**src/rtl/systolic_feed_ctrl.sv**
```systemverilog
// Operand feeder for a 2x2 systolic array: four lane buffers are loaded while idle, then streamed
// with per-lane start offsets, followed by a zero-flush drain and a capture of the array results.
module systolic_feed_ctrl #(
    parameter int DEPTH = 16
) (
    input  logic        clk,
    input  logic        rst,
    input  logic        wr_en,
    input  logic [1:0]  wr_sel,
    input  logic [7:0]  wr_data,
    input  logic [15:0] offset,
    input  logic [3:0]  drain,
    input  logic        start,
    input  logic [7:0]  out1,
    input  logic [7:0]  out2,
    output logic [7:0]  up1,
    output logic [7:0]  up2,
    output logic [7:0]  left1,
    output logic [7:0]  left2,
    output logic [7:0]  res1,
    output logic [7:0]  res2,
    output logic        busy,
    output logic        done,
    output logic        err
);
    localparam int AW = $clog2(DEPTH);
    localparam int CW = AW + 1;
    localparam logic [CW-1:0] FULL = CW'(DEPTH);

    typedef enum logic [1:0] {
        S_IDLE,
        S_RUN,
        S_DRAIN
    } state_t;

    state_t                  state_q, state_d;
    logic [4:0]              t_q, t_d;
    logic [4:0]              tlen_q, tlen_d;
    logic [3:0]              dcnt_q, dcnt_d;
    logic [3:0]              drain_q, drain_d;
    logic [3:0][3:0]         off_q, off_d;
    logic [3:0][CW-1:0]      cnt_q, cnt_d;
    logic [3:0][7:0]         stream_q, stream_d;
    logic [7:0]              res1_q, res1_d;
    logic [7:0]              res2_q, res2_d;
    logic                    busy_q, busy_d;
    logic                    done_q, done_d;
    logic                    err_q, err_d;

    logic [3:0]              wr_hit;
    logic                    is_idle;
    logic                    wr_drop;
    logic                    drain_last;
    logic                    any_cnt;
    logic [4:0]              tmax;
    logic [4:0]              lane_sum;

    assign is_idle    = (state_q == S_IDLE);
    assign wr_drop    = wr_en && is_idle && (cnt_q[wr_sel] == FULL);
    // A drain length of 0 behaves as 1: the first drain cycle is then also the last.
    assign drain_last = (state_q == S_DRAIN) && (({1'b0, dcnt_q} + 5'd1) >= {1'b0, drain_q});
    assign any_cnt    = |cnt_d;

    always_comb begin
        cnt_d = cnt_q;
        if (drain_last) begin
            cnt_d = '0;
        end else begin
            for (int i = 0; i < 4; i++) begin
                if (wr_hit[i]) begin
                    cnt_d[i] = cnt_q[i] + CW'(1);
                end
            end
        end
    end

    // Run length uses post-write counts so a write on the start edge is part of the job.
    always_comb begin
        tmax     = '0;
        lane_sum = '0;
        for (int i = 0; i < 4; i++) begin
            lane_sum = {1'b0, offset[i*4 +: 4]} + 5'(cnt_d[i]);
            if (lane_sum > tmax) begin
                tmax = lane_sum;
            end
        end
    end

    always_comb begin
        state_d = state_q;
        t_d     = t_q;
        tlen_d  = tlen_q;
        dcnt_d  = dcnt_q;
        drain_d = drain_q;
        off_d   = off_q;
        res1_d  = res1_q;
        res2_d  = res2_q;
        done_d  = 1'b0;
        err_d   = wr_drop;

        case (state_q)
            S_IDLE: begin
                if (start) begin
                    if (!any_cnt) begin
                        err_d = 1'b1;
                    end else begin
                        state_d = S_RUN;
                        t_d     = '0;
                        tlen_d  = tmax;
                        off_d   = offset;
                        drain_d = drain;
                    end
                end
            end
            S_RUN: begin
                if (t_q == tlen_q - 5'd1) begin
                    state_d = S_DRAIN;
                    dcnt_d  = '0;
                end else begin
                    t_d = t_q + 5'd1;
                end
            end
            S_DRAIN: begin
                if (drain_last) begin
                    state_d = S_IDLE;
                    t_d     = '0;
                    res1_d  = out1;
                    res2_d  = out2;
                    done_d  = 1'b1;
                end else begin
                    dcnt_d = dcnt_q + 4'd1;
                end
            end
            default: begin
                state_d = S_IDLE;
                t_d     = '0;
            end
        endcase

        busy_d = (state_d != S_IDLE);
    end

    // Each lane owns a small buffer; the stream register holds the value for the upcoming cycle.
    genvar gi;
    generate
        for (gi = 0; gi < 4; gi++) begin : g_lane
            logic [7:0]    buf_mem [DEPTH];
            logic [5:0]    rel;
            logic          in_win;
            logic [AW-1:0] rd_idx;
            logic [7:0]    rd_data;
            logic [7:0]    lane_val;

            assign wr_hit[gi] = wr_en && is_idle && (wr_sel == 2'(gi)) && (cnt_q[gi] != FULL);

            always_ff @(posedge clk) begin
                if (wr_hit[gi]) begin
                    buf_mem[cnt_q[gi][AW-1:0]] <= wr_data;
                end
            end

            always_comb begin
                rel     = {1'b0, t_d} - {2'b00, off_d[gi]};
                in_win  = ({1'b0, t_d} >= {2'b00, off_d[gi]}) && (rel < 6'(cnt_d[gi]));
                rd_idx  = rel[AW-1:0];
                rd_data = buf_mem[rd_idx];
                // Forward a byte written on the start edge, it is not in the array yet.
                if (wr_hit[gi] && (rd_idx == cnt_q[gi][AW-1:0])) begin
                    rd_data = wr_data;
                end
                lane_val = ((state_d == S_RUN) && in_win) ? rd_data : 8'd0;
            end

            assign stream_d[gi] = lane_val;
        end
    endgenerate

    always_ff @(posedge clk or posedge rst) begin
        if (rst) begin
            state_q  <= S_IDLE;
            t_q      <= '0;
            tlen_q   <= '0;
            dcnt_q   <= '0;
            drain_q  <= '0;
            off_q    <= '0;
            cnt_q    <= '0;
            stream_q <= '0;
            res1_q   <= '0;
            res2_q   <= '0;
            busy_q   <= 1'b0;
            done_q   <= 1'b0;
            err_q    <= 1'b0;
        end else begin
            state_q  <= state_d;
            t_q      <= t_d;
            tlen_q   <= tlen_d;
            dcnt_q   <= dcnt_d;
            drain_q  <= drain_d;
            off_q    <= off_d;
            cnt_q    <= cnt_d;
            stream_q <= stream_d;
            res1_q   <= res1_d;
            res2_q   <= res2_d;
            busy_q   <= busy_d;
            done_q   <= done_d;
            err_q    <= err_d;
        end
    end

    assign up1   = stream_q[0];
    assign up2   = stream_q[1];
    assign left1 = stream_q[2];
    assign left2 = stream_q[3];
    assign res1  = res1_q;
    assign res2  = res2_q;
    assign busy  = busy_q;
    assign done  = done_q;
    assign err   = err_q;

endmodule
```
**config.mk**
```make
export PLATFORM = sky130hd
export DESIGN_NAME = systolic_feed_ctrl
export DESIGN_NICKNAME = d
export VERILOG_FILES = /design/src/rtl/systolic_feed_ctrl.sv
export SDC_FILE = /design/constraint.sdc
export NUM_CORES = 1
export LEC_CHECK = 0
export CELL_PAD_IN_SITES_DETAIL_PLACEMENT = 0
export CELL_PAD_IN_SITES_GLOBAL_PLACEMENT = 1
export CORE_AREA = 2 2 239 241
export DETAILED_ROUTE_END_ITERATION = 8
export DIE_AREA = 0 0 241 243
export PLACE_DENSITY = 0.8
export SYNTH_ARGS = -nofsm -noshare
export SYNTH_HDL_FRONTEND = slang
export SYNTH_SLANG_ARGS = --single-unit
```
**constraint.sdc**
```tcl
create_clock -name clk -period 21.9 [get_ports clk]
set_clock_uncertainty 0.05 [all_clocks]
set_input_delay 4.38 -clock clk [delete_from_list [all_inputs] [get_ports clk]]
set_output_delay 4.38 -clock clk [all_outputs]
set_load 0.05 [all_outputs]
```
Word level (Yosys, flattened, before mapping)
Memories as Yosys holds them, arrays and structs flattened.
Cells that the tools add are included.
- register bits after elaboration: 107
- bits in writable memories: 512
- input port bits: 50
- memories kept: 4
- memories (name ; words ; width ; rd ports ; clocked after Yosys merged registers in ; wr ports ; line ; source):
    g_lane[0].buf_mem ; 16 ; 8 ; 1 ; 0 ; 1 ; 147 ; logic [7:0] buf_mem [DEPTH];
    g_lane[1].buf_mem ; 16 ; 8 ; 1 ; 0 ; 1 ; 147 ;
    g_lane[2].buf_mem ; 16 ; 8 ; 1 ; 0 ; 1 ; 147 ;
    g_lane[3].buf_mem ; 16 ; 8 ; 1 ; 0 ; 1 ; 147 ;
- add/subtract/negate cells: 16
- magnitude comparators: 14
- equal/unequal tests: 18
- muxes and demuxes: 48
- reduce and logical (&&, ||, !) cells: 31
- operators by type and width (operator ; number):
    two-way mux 5 bit ; 13
    two-way mux 8 bit ; 8
    two-way mux 16 bit ; 3
    adder 5 x 1 -> 5 bit, second input constant ; 5
    >= comparator 5 x 4 -> 1 bit ; 5
    < comparator 6 x 5 -> 1 bit ; 4
    subtractor 5 x 4 -> 6 bit ; 4
    logical AND 1 bit ; 23
    adder 4 x 5 -> 5 bit ; 4
    two-way mux 20 bit ; 1
    != test 5 bit, second input constant ; 4
    OR reduction 20 bit ; 1
    == test 4 bit ; 4
    > comparator 5 bit ; 3
    one-hot mux 5 bit (3 select lines) ; 1
    two-way mux 1 bit ; 13
    binary-select mux 5 bit (select 2 bit) ; 1
    two-way mux 2 bit ; 4
    two-way mux 4 bit ; 2
    one-hot mux 4 bit (2 select lines) ; 1
    == test 2 x 1 -> 1 bit, second input constant ; 3
    == test 2 bit, second input constant ; 3
    one-hot mux 2 bit (3 select lines) ; 1
    AND reduction 3 bit ; 2
    11 further kinds ; 14

Logic depth before layout (Yosys ltp)
- word-level depth: 15
- depth in mapped cells: 36
- mapped depth without buffers: 35

Least setup slack after synthesis
No wires, ideal clock.
- path type: input port to flip-flop
- from: in wr_sel[0]
- to: reg tlen_q[4]
- library setup time: 134 ps
- arrival time: 10601 ps
- path slack: 11115 ps
- stages: 30
- buffers on the path: 2
- cells stage by stage: buf_4 or3_1 buf_2 nor3_2 xnor2_1 nor2_1 ha_1 fa_1 a21o_1 a21oi_1 xor2_1 ha_1 and3_1 o21ai_0 a32oi_1 mux2_2 ha_1 nand2b_1 a21oi_1 nor2_1 nor2_1 mux2_2 ha_1 nor2b_1 o21a_1 o21ai_0 a21oi_1 nor3_1 a2111oi_0 a21oi_1
- RTL lines (element ; line ; source):
    from (decl) ; 9 ; input logic [1:0] wr_sel,
    to (signal assigned) ; 196 ; tlen_q <= tlen_d;
    to (decl) ; 38 ; logic [4:0] tlen_q, tlen_d;

==> metrics.md <==
| Metric | Value |
|---|---|
| Status | finished clean |
| Root Buffer | clkbuf_16 |
| Clk buf depth | 3 |
| F_max | 0.0867 GHz |
| Max-cap violation count | 0 |
| Syn_nets | 1754 |
| Crit. End Element | flip-flop |
| Core Box Area | 56000 µm² |
| Critical Path AT | 11.97 ns |
| Initial Util | 0.495 |
| CP Class | input port to flip-flop |
| Pre-CTS WS | 9.81 ns |
| Number of flops mapped to enable cells by yosys | 512 |
| Via count | 14762 |
| Gr usage total | 0.216 |
| FP Rows | 87 |
| Die ar. | 58600 µm² |
| Critical path's slowest cell | or3_1 |
| Die span in x | 241 µm |
| Synth-to-Final Area Change | 13.8% |
| Drt wl/cell | 24.2 µm |
| GRT overflow | 0 |
| RSZ-0062 raised after global routing | false |
| Syn_area_per_cell | 17.2 µm² |
| Post-DRT Antenna Nets | 0 |
| Share of cells above drive strength 1 | 0.199 |
| GPL Wtd Cong | 0.867 |
| Critical path startpoint category | input port |
| Resize count post-CTS | 0 |
| FFs w/ async S/R, synth | 0.173 |
| TritonCTS Sinks | 619 |
| Clock-pin slew on the worst setup and hold paths | 0.07 ns |
| H-tree lvl count | 2 |
| Via-to-Cell Ratio | 5.80 |
| First-pass DRT Iterations | 5 |
| Worst-path fanout max | 12 |
| Slowest stage delay, CP | 0.62 ns |
| Initial antenna violation count | 5 |
| Initial DRC Count | 1197 |
| Main synth FF type | edfxtp_1 |
| Yosys cell types | 77 |
| Clk Latency, worst-skew pair | 0.60 ns |
| Layout fillers | 4290 |
| Post-CTS setup buffer count | 0 |
| Input/output buffers | 100 |
| Max Slew Vio Count | 0 |
| Area occupied by multi-input gates | 9160 µm² |
| Cts bufs inserted | 59 |
| Synth warn | 0 |
| I/O pin count | 101 |
| Pin count of the biggest net entering global routing | 69 |
| Period minus WS final | 11.53 ns |
| Hold_buf cts | 0 |
| Final WS setup | 10.37 ns |
| Synthesized area | 27700 µm² |
| Worst slew margin | 0.192 |
| Nets | 1882 |
| Vias in the first global route | 15310 |
| Final setup fails | 0 |
| Worst-margin pin slew | 1.20 ns |
| Post-synthesis cell count | 1610 |
| DRC viols | 0 |
| Worst Path Required | 22.33 ns |
| Die height | 243 µm |
| First-pass GRT wire length | 94.3 mm |
| Reg area | 18100 µm² |
| Final Hold Fails | 0 |
| Total negative slack | 0 ns |
| Final period util | 0.527 |
| Sequential-to-total area share from yosys stat | 0.652 |
| CTS tree | done |
| Hold Crit Class | flip-flop to flip-flop |
| Routed wire length | 61.5 mm |
| FF+latch count, synth | 619 |
| DP Wirelength | 39.9 mm |
==> registers in the layout, summed over array words and instances (netlist names), 2 cells and up <==
signal / cells
off_q: 16
tlen_q: 5
res2: 8
t_q: 5
up2: 8
left2: 8
cnt_q: 20
state_q: 2
res1: 8
drain_q: 4
up1: 8
dcnt_q: 4
g_lane.buf_mem: 512
left1: 8
==> through the flow <==
step	cell area (µm²)	hold WS (ns)	util	cells
2_1_floorplan	27700	0.400	-	1610
3_3_place_gp	29600	0.407	0.528	2433
3_5_place_dp	29600	0.411	0.528	2433
4_1_cts	31500	0.427	0.563	2542
5_1_grt	31500	0.442	0.563	2543
6_report	31500	0.424	0.563	2543
==> cells by family after synthesis <==
kind of cell / after synthesis / synth area share
DFF: 619 / 0.652
and+or+nand+nor: 326 / 0.0632
muxes: 246 / 0.163
AOI/OAI and AO/OA: 142 / 0.0385
buffers and inverters: 124 / 0.0185
adders and majority gates: 94 / 0.0446
xor gates and xnor gates: 59 / 0.0206
==> Yosys cell counts, types with 3 or more instances <==
cell type    n  share of area
o311a_1      4         0.0014
a21o_1      24         0.0065
buf_4        5         0.0014
nor2_1      38         0.0052
buf_1       13         0.0018
nand2_1     80          0.011
mux2_2      28          0.011
dfrtp_1    107          0.097
o21bai_1     5         0.0014
nand2b_1     9         0.0020
nor2b_1     14         0.0032
inv_1       60         0.0081
or2_2       13         0.0029
o21a_1      11         0.0030
xnor2_1     34          0.011
and4_1       3        0.00095
buf_6        3         0.0012
ha_1        86          0.039
nand3_1     15         0.0027
or4_1        5         0.0014
and2_1      43         0.0097
mux2i_1     58          0.021
mux4_2     159           0.13
xor2_1      21         0.0066
o21ai_0     19         0.0034
nand4_1     11         0.0025
a2111oi_0    7         0.0022
xnor3_1      4         0.0033
clkbuf_1    37         0.0050
nor4_1       5         0.0011
a31oi_1      5         0.0011
and3_1      25         0.0056
buf_2        4        0.00072
o31ai_1      8         0.0022
a21oi_1     30         0.0054
a22oi_1      3        0.00081
nor3_1      45         0.0081
o32ai_2      4         0.0023
nor3b_1      4         0.0011
fa_1         8         0.0058
edfxtp_1   512           0.56
==> metal layers <==
metal	track usage	part of all wire	up-vias
li1	-	-	6617
met1	0.307	0.43	7597
met2	0.346	0.49	438
met3	0.0387	0.058	102
met4	0.0586	0.025	8
met5	0	0.00085	-
==> cell type report <==
cell class / instances / share of cell area
well taps: 756 / 0.0300
multi-input cells: 867 / 0.291
diodes: 1 / 0.0000794
clock buffers: 84 / 0.0554
repair buffers: 129 / 0.0374
inverters: 62 / 0.00747
clock inverters: 25 / 0.00592
flip-flops and latches: 619 / 0.573
==> path summary, 6_finish.rpt <==
check	startpoint	to	slack [ns]	depth (start not counted)
worst min register to register	res1[0]$_DFFE_PP0P_	res1[0]$_DFFE_PP0P_	0.42	2
worst max register to register	dcnt_q[0]$_DFFE_PP0P_	tlen_q[4]$_DFFE_PP0P_	13.09	33
worst max-delay path	wr_sel[0]	tlen_q[4]$_DFFE_PP0P_	10.37	29
worst min-delay path	res1[0]$_DFFE_PP0P_	res1[0]$_DFFE_PP0P_	0.42	2
min in group asynchronous	rst	up1[7]$_DFF_PP0_	4.27	2
max in group asynchronous	rst	left2[6]$_DFF_PP0_	16.29	3
==> layout by cell type, fill, tap and decap left out, types with 7 or more instances in the layout <==
| cell | n |
|---|---|
| nand4_1 | 11 |
| nand3_1 | 15 |
| xnor2_1 | 34 |
| fa_1 | 8 |
| o31ai_1 | 8 |
| clkbuf_1 | 12 |
| mux4_2 | 159 |
| xor2_1 | 21 |
| o21ai_0 | 19 |
| and2_1 | 43 |
| buf_4 | 29 |
| clkbuf_8 | 9 |
| o21a_1 | 11 |
| nor2_1 | 38 |
| ha_1 | 82 |
| mux2_2 | 28 |
| nand2b_1 | 9 |
| a2111oi_0 | 7 |
| a21o_1 | 24 |
| clkinv_1 | 7 |
| inv_1 | 59 |
| clkbuf_16 | 63 |
| mux2i_1 | 58 |
| nor2b_1 | 14 |
| dfrtp_1 | 107 |
| buf_2 | 8 |
| a21oi_1 | 29 |
| nand2_1 | 79 |
| clkinv_2 | 12 |
| and3_1 | 25 |
| clkdlybuf4s50_1 | 92 |
| edfxtp_1 | 512 |
| or2_2 | 13 |
| nor3_1 | 44 |
==> critical path: cells and delay by family <==
| family | cells | cell delay, ns |
|---|---|---|
| AOI/OAI and AO/OA | 10 | 2.44 |
| and+or+nand+nor | 9 | 2.11 |
| adders and majority gates | 5 | 1.33 |
| muxes | 2 | 0.81 |
| buffers and inverters | 1 | 0.58 |
| xor gates and xnor gates | 2 | 0.32 |
Power is not shown: default switching activity piles up to over one toggle a cycle in this logic, so the estimate is an artifact.
==> variant (same flow settings) <==
Make the reset (`rst`) synchronous in one clocked block.
--- a/src/rtl/systolic_feed_ctrl.sv
+++ b/src/rtl/systolic_feed_ctrl.sv
@@ -176,5 +176,5 @@
     endgenerate
 
-    always_ff @(posedge clk or posedge rst) begin
+    always_ff @(posedge clk) begin
         if (rst) begin
             state_q  <= S_IDLE;
Formal check against the unedited RTL: differs if rst is asserted again (counterexample within 4 cycles, from zero or initial values and one cycle with rst high); with rst held inactive, the same outputs for 4 cycles.
==> variant against the unedited design <==
  * Utilization grew 0.54 points
  * First-iteration DRC count grew 50%
  * Hold slack lost 21 ps
  * Sequential cell count is the same
  * Synthesized area grew 0.25%
  * Critical path depth shrank 10
  * Routed wire length grew 9.4%
  * Cell area grew 0.96%
  * Setup slack lost 150 ps
  * Cell count grew 9.5%
  * Maximum frequency shrank 1.2%
==> variant: results (changes against the unedited design) <==
Critical path
  – Arr. time, crit path: 12,080 ps (+110 ps)
  – Crit Path Max Fanout: 14 (+2)
  – Worst Reg-to-Reg Cells: 32 (-3.0%)

Timing
  – Slew margin rel.: 14.7% (-4.5 points)

Detailed routing
  – Via/cell ratio: 5.99 (+3.1%)
  – Number of DRC markers in iteration 0: 1,801 (+50%)
  – Total wire length: 67,300 µm (+9.4%)
  – DRT Pass-1 Iters: 5 (unchanged)

Placed design
  – Final HPWL DP: 44,600 µm (+12%)
  – Routability cong.: 0.868 (+0.21%)

Global routing
  – GRT Util Overall: 23.5% (+1.9 points)
  – First-pass GRT wire length: 102,000 µm (+8.6%)
  – Initial antenna violation count: 3 (-2)
  – Vias in the first global route: 16,600 (+8.1%)
  – Pin count of the biggest net entering global routing: 71 (+2.9%)

Power and ir drop
  – Internal power: 2.48 mW
  – Leak: 10.9 nW

Clock tree
  – CTS buffer count: 67 (+14%)
  – Worst-case clock buffer depth: 3 (unchanged)
  – Postcts setup bufs: 0 (unchanged)
  – H-tree Lvls: 3 (+1)

Synth
  – Syn_nets: 2,012 (+15%)
  – Area contributors post-synth: edfxtp_1, mux4_2, dfxtp_1
  – Post-synth top cells: edfxtp_1, mux4_2, nand3_1
  – Sequential area share after synthesis: 63.1% (-2.1 points)
  – Synth cell types: 83 (+7.8%)
  – Post-synth ARST share: 0% (-17 points)

Status
  – Status: complete, no violations

Cells and area
  – Share of layout cells above drive strength 1: 16.8% (-3.1 points)
  – Diode count: 0 (-1)
  – Max reg flops: 512 (unchanged)
  – Fillcell total: 4,378 (+2.1%)
  – Layout Nets: 2,120 (+13%)
[variant: cell types whose count changed after synthesis, sizes merged, moves of 19 or more]
cell	delta
a21oi	+30
nor4	+21
nor2	+64
nand3	+97
o21ai	+54
dfxtp	+107
dfrtp	-107
a31oi	+24
clkbuf	+36
mux2i	-27
mux4	-24
mux2	-19
[variant: logic make-up after synthesis]
family,after synthesis,share of synthesized area [%]
xor gates and xnor gates,57,2.00
DFF,619,63.1
buffers and inverters,167,2.48
muxes,176,12.5
and+or+nand+nor,507,9.49
AOI/OAI and AO/OA,248,5.94
adders and majority gates,94,4.45
[variant: path summary, 6_finish.rpt]
kind / startpoint / to / slack, ps
max: wr_sel[1] / up1[0] / 10220
min: res1[6] / res1[6] / 400
max reg2reg: dcnt_q[0] / tlen_q[4] / 13940
min reg2reg: res1[6] / res1[6] / 400
[variant: layout make-up]
class                      count  share of cell area [%]
inverter                      71                   0.838
clock buffer                  79                    5.57
sequential                   619                    55.1
clock inverter                42                    1.51
tap                          756                    2.97
timing repair buffer         135                    3.83
multi-input combinational   1082                    30.2
[variant: stage by stage]
step	power, mW	setup WS, ps	hold WS [ps]	area [µm²]	cells
global route	3.75	9790	417	31800	2784
finish	3.59	10220	403	31800	2784
detailed placement	2.45	9760	399	29500	2663
CTS	3.61	10390	406	31800	2784
global placement	2.44	9870	393	29500	2663
floorplan	2.17	11470	395	27800	1868
[variant: worst max-delay path, cell delays in order]
cell and delay (ps):
clkdlybuf4s50_1 680, nand4bb_1 580, a311oi_4 640, mux2_2 410
o2111ai_2 170, nor3_1 180, o311a_1 350, nor3_1 910
ha_2 360, inv_1 50, fa_1 420, xnor2_1 850
clkinv_1 550, ha_1 430, o21a_1 100, o21ai_0 60
a31o_2 210, a21oi_1 590, nor4_1 140
[variant: power groups by stage]
stage | combinational, mW | sequential (mW) | clock, mW
2_1_floorplan | 0.819 | 1.35 | 0
3_3_place_gp | 1.11 | 1.33 | 0
3_5_place_dp | 1.13 | 1.33 | 0
4_1_cts | 1.13 | 1.30 | 1.18
5_1_grt | 1.22 | 1.30 | 1.22
6_report | 1.13 | 1.30 | 1.16
[variant: layer usage]
| metal | global-route usage [%] | part of all wire [%] |
|---|---|---|
| met1 | 34.6 | 44 |
| met2 | 35.3 | 46 |
| met3 | 4.48 | 7.8 |
| met4 | 7.55 | 2.4 |
| met5 | 0 | 0.046 |
